===== config.mk =====
export PLATFORM = sky130hd
export DESIGN_NAME = demux_1to2_buffered
export DESIGN_NICKNAME = d
export VERILOG_FILES = /design/src/rtl/demux_1to2_buffered.sv
export SDC_FILE = /design/constraint.sdc
export NUM_CORES = 1
export LEC_CHECK = 0
export CORE_MARGIN = 2
export CORE_UTILIZATION = 30
export DETAILED_ROUTE_END_ITERATION = 6
export PLACE_DENSITY = 0.53
export SETUP_SLACK_MARGIN = 0.5
export SLEW_MARGIN = 40
export SYNTH_ARGS = -nofsm -noshare
export SYNTH_HDL_FRONTEND = slang
export SYNTH_SLANG_ARGS = --single-unit

===== constraint.sdc =====
create_clock -name clk -period 21.8 [get_ports clk]
set_clock_uncertainty 0.15 [all_clocks]
set_input_delay 6.54 -clock clk [delete_from_list [all_inputs] [get_ports clk]]
set_output_delay 6.54 -clock clk [all_outputs]
set_load 0.02 [all_outputs]

===== src/rtl/demux_1to2_buffered.sv =====
// One producer stream steered to two consumers, each behind its own small FIFO,
// so a stalled consumer never blocks traffic headed for the other one.
module demux_1to2_buffered #(
  parameter int WIDTH = 64,
  parameter int DEPTH = 2
) (
  input  logic                     clk,
  input  logic                     reset,
  input  logic                     in_valid,
  input  logic                     in_sel,
  input  logic [WIDTH-1:0]         in_data,
  output logic                     in_ready,
  output logic                     out0_valid,
  input  logic                     out0_ready,
  output logic [WIDTH-1:0]         out0_data,
  output logic                     out1_valid,
  input  logic                     out1_ready,
  output logic [WIDTH-1:0]         out1_data,
  output logic [$clog2(DEPTH):0]   out0_count,
  output logic [$clog2(DEPTH):0]   out1_count
);

  localparam int AW = $clog2(DEPTH);
  localparam int CW = AW + 1;

  logic             full     [2];
  logic             not_empty[2];
  logic             pop_req  [2];
  logic [WIDTH-1:0] head     [2];
  logic [CW-1:0]    count    [2];

  // Ready looks only at the selected FIFO's fill level, never at consumer ready.
  assign in_ready   = in_sel ? !full[1] : !full[0];

  assign pop_req[0] = out0_ready;
  assign pop_req[1] = out1_ready;

  assign out0_valid = not_empty[0];
  assign out1_valid = not_empty[1];
  assign out0_data  = head[0];
  assign out1_data  = head[1];
  assign out0_count = count[0];
  assign out1_count = count[1];

  genvar gi;
  generate
    for (gi = 0; gi < 2; gi++) begin : g_fifo
      logic [WIDTH-1:0] mem_reg [DEPTH];
      logic [AW-1:0]    wr_ptr_reg;
      logic [AW-1:0]    rd_ptr_reg;
      logic [CW-1:0]    count_reg;
      logic             push;
      logic             pop;

      assign full[gi]      = (count_reg == CW'(DEPTH));
      assign not_empty[gi] = (count_reg != '0);
      // A full FIFO refuses the push even if it is being popped this cycle.
      assign push          = in_valid && (in_sel == 1'(gi)) && !full[gi];
      assign pop           = not_empty[gi] && pop_req[gi];
      assign head[gi]      = mem_reg[rd_ptr_reg];
      assign count[gi]     = count_reg;

      always_ff @(posedge clk or posedge reset) begin
        if (reset) begin
          for (int i = 0; i < DEPTH; i++) begin
            mem_reg[i] <= '0;
          end
          wr_ptr_reg <= '0;
          rd_ptr_reg <= '0;
          count_reg  <= '0;
        end else begin
          if (push) begin
            mem_reg[wr_ptr_reg] <= in_data;
            wr_ptr_reg          <= wr_ptr_reg + AW'(1);
          end
          if (pop) begin
            rd_ptr_reg <= rd_ptr_reg + AW'(1);
          end
          case ({push, pop})
            2'b10:   count_reg <= count_reg + CW'(1);
            2'b01:   count_reg <= count_reg - CW'(1);
            default: count_reg <= count_reg;
          endcase
        end
      end
    end
  endgenerate

endmodule


==> metrics.md <==
| Metric | Value |
|---|---|
| R2R Path End | g_fifo[0].mem_reg[106] |
| Max reg flops | 256 |
| Yosys warns | 0 |
| Antenna violations before repair | 0 |
| First-pass GRT wire length | 42400 microns |
| Hold path start | g_fifo[1].mem_reg[35] |
| Pins Over Slew Limit | 0 |
| Clk pwr share | a little under a fifth |
| Number of global-route vias before repair | 7112 |
| Bufs on Longest Clock Path | 3 |
| Status | completed |
| Remaining Overflow, GRT | 0 |
| 1st-pass router iterations | 3 |
| Setup TNS | 0 ps |
| Root Buffer | clkbuf_16 |
| Post-route minimum period | 14670 ps |
| Synthesized net count | slightly below 800 |
| Final period utilization | 67.3% |
| Hold EP | g_fifo[1].mem_reg[35] |
| Comb power frac | 48.5% |
| Worst R2R Path Depth | 4 |
| Num ports | 205 |
| Arr. time, crit path | 7980 ps |
| Int Pwr | 1.75 mW |
| Routed Antenna Nets | 0 |
| Synth Cell Area | 11500 sq um |
| H-tree levels | 1 |
| RSZ-0062 raised after global routing | false |
| Worst R2R Setup Slack | 19140 ps |
| Total CTS buffers | 31 |
| Initial DRC Count | 106 |
| Avg Cell Area, Syn | 15.9 sq um |
| Least-Margin Pin Slew | 790 ps |
| Fillers | ~3600 |
| Cell area power density | 177 nW/um^2 |
| Max Fclk | 68.2 MHz |
| Layout cell share with drive strength beyond 1 | 46.5% |
| Core box area | 37700 sq um |
| FP Rows | 71 |
| Worst Hold Class | reg2reg |
| Placed Cells | 1404 |
| WS Path Type | in2out |
| Initial Utilization | a little under a third |
| Critical path peak fanout | 8 |
| Maxcap violations | 0 |
| Post-CTS Setup Inserts | 0 |
| Vias per cell | ~4.5 |
| CTS sink cnt | 264 |
| Die Ht | 199 microns |
| Seq/Total Area, Yosys | 57.7% |
| Post-DP HPWL | 16100 microns |
| Final worst slack | 7130 ps |
| Crit path from | in_sel |
| Cts hold-fix bufs | 0 |
| All-layer global routing usage | 13.9% |
| P_sw | around 0.90 mW |
| Crit. End Element | output port |
| Routed WL | 27400 microns |
| Vias | 6568 |
| Chip width | 199 microns |
| WL per Instance | around 19 microns |
| CTS tree | yes |
| Nets@finish | between 900 and 1000 |
| Final non-filler cell total | 1460 |
| Count of cell types in the netlist | 25 |
| Max VDD drop | 75.6 uV |
| # setup viols final | 0 |
| Final core occ | 39.7% |
| Synth-to-layout area growth | 30.5% |
| CTS clk-pin slew, worst paths | roughly 60 ps |
| Post-CTS Resized | 0 |
| Sw Ratio | ~34% |
| R2r startpoint | out0_count[0] |
| Port Buf Inserts | roughly 200 |
| Lkg Pwr | 6.12 nW |
| Max_slew headroom | between 40% and 50% |
| DRC Markers | 0 |
| Syn Inst Count | 720 |
| Setup crit start kind | primary input |
| Hold path depth | 1 |
| Final hold vios | 0 |
| Synthesis-stage register bit count | 264 |
| Total Power | about 2.7 mW |
| Req. time, crit path | 15110 ps |
| Dpl ws | about 7100 ps |
| Worst skew pair latency | 550 ps |
| Placer Congestion | 0.696 |
| Largest net degree at the start of global routing | 125 |
| Die area | approximately 40000 sq um |
| Sequential power share | 33.0% |
| # diodes | 0 |
==> through the flow <==
step                hold slack [ps]  area, sq um
floorplan                       304        11500
global placement                313        14000
detailed placement              325        14000
CTS                             338        14900
global route                    341        14900
finish                          333        14900
==> cells in the mapped netlist (all sizes together) <==
| library cell | number | area, sq um |
|---|---|---|
| ha | 2 | 25.0 |
| buf | 36 | 258 |
| nand4 | 1 | 12.5 |
| and4bb | 1 | 12.5 |
| nor2b | 1 | 6.26 |
| a21oi | 1 | 5.00 |
| dfrtp | 264 | 6610 |
| nand2 | 1 | 3.75 |
| inv | 1 | 3.75 |
| nand3 | 1 | 5.00 |
| clkbuf | 5 | 20.0 |
| xnor2 | 6 | 52.6 |
| nand3b | 1 | 7.51 |
| and2 | 2 | 12.5 |
| mux2 | 384 | 4320 |
| nor3 | 1 | 16.3 |
| nor2 | 3 | 11.3 |
| nand2b | 2 | 12.5 |
| or2 | 2 | 12.5 |
| xor2 | 4 | 35.0 |
| nand4b | 1 | 8.76 |
==> cell families (layout without fill, tap and decap cells) <==
logic type,count (synthesis),in the layout,share of synthesized area [%]
AOI/OAI and AO/OA,1,1,0.0437
xor gates and xnor gates,10,10,0.765
adders and majority gates,2,2,0.218
buffers and inverters,42,271,2.46
DFF,264,264,57.7
muxes,384,384,37.8
and+or+nand+nor,17,17,1.06
==> worst max-delay path by stage <==
stage	end	slack [ps]	cells after the start
2_1_floorplan	g_fifo[0].mem_reg[0]	7840	1
3_3_place_gp	in_ready	7100	4
3_5_place_dp	in_ready	7140	4
4_1_cts	in_ready	7130	4
5_1_grt	in_ready	7040	4
6_report	in_ready	7130	4
==> layer usage <==
| metal | part of all wire (%) | track usage (%) | vias up | wire (microns) |
|---|---|---|---|---|
| met5 | 0 | 0 | - | 0 |
| met4 | 1.9 | 3.95 | 0 | 528 |
| met3 | 5.7 | 3.27 | 34 | 1570 |
| met2 | 46 | 22.0 | 128 | 12600 |
| met1 | 46 | 18.9 | 3415 | 12700 |
| li1 | - | - | 2991 | - |
==> cell usage in the layout (no fill, tap or decap), types with 2 or more instances in the layout <==
cell and instances:
mux2_2 375, dfrtp_1 262, clkdlybuf4s50_1 204, clkbuf_16 31, mux2_1 9, clkbuf_1 8
clkinv_2 8, buf_4 7, xnor2_1 6, clkbuf_8 6, xor2_1 4, nor2_1 3
buf_6 3, nand2b_1 2, or2_2 2, and2_1 2, ha_1 2, clkinvlp_4 2
dfrtp_4 2
==> power by group through the flow <==
stage               combinational, mW  clock [mW]  sequential (mW)
CTS                              1.31       0.515            0.876
global route                     1.37       0.533            0.911
finish                           1.28       0.492            0.874
global placement                 1.30           0            0.875
detailed placement               1.30           0            0.883
floorplan                       0.819           0            0.834
==> layout make-up <==
class                           count  area [sq um]  area share [%]
Sequential cell                   264          6610            44.2
Multi-Input combinational cell    414          4580            30.6
Timing Repair Buffer              214          2130            14.2
Clock buffer                       45           888            5.94
Tap cell                          511           639            4.28
Clock inverter                     11          85.1           0.569
Inverter                            1          16.3           0.109
==> critical path, cell delays in order <==
cell and delay, ps:
clkdlybuf4s50_1 620, nor2_1 80, a21oi_1 120, clkdlybuf4s50_1 620
Power figures use the tool's default switching activity.
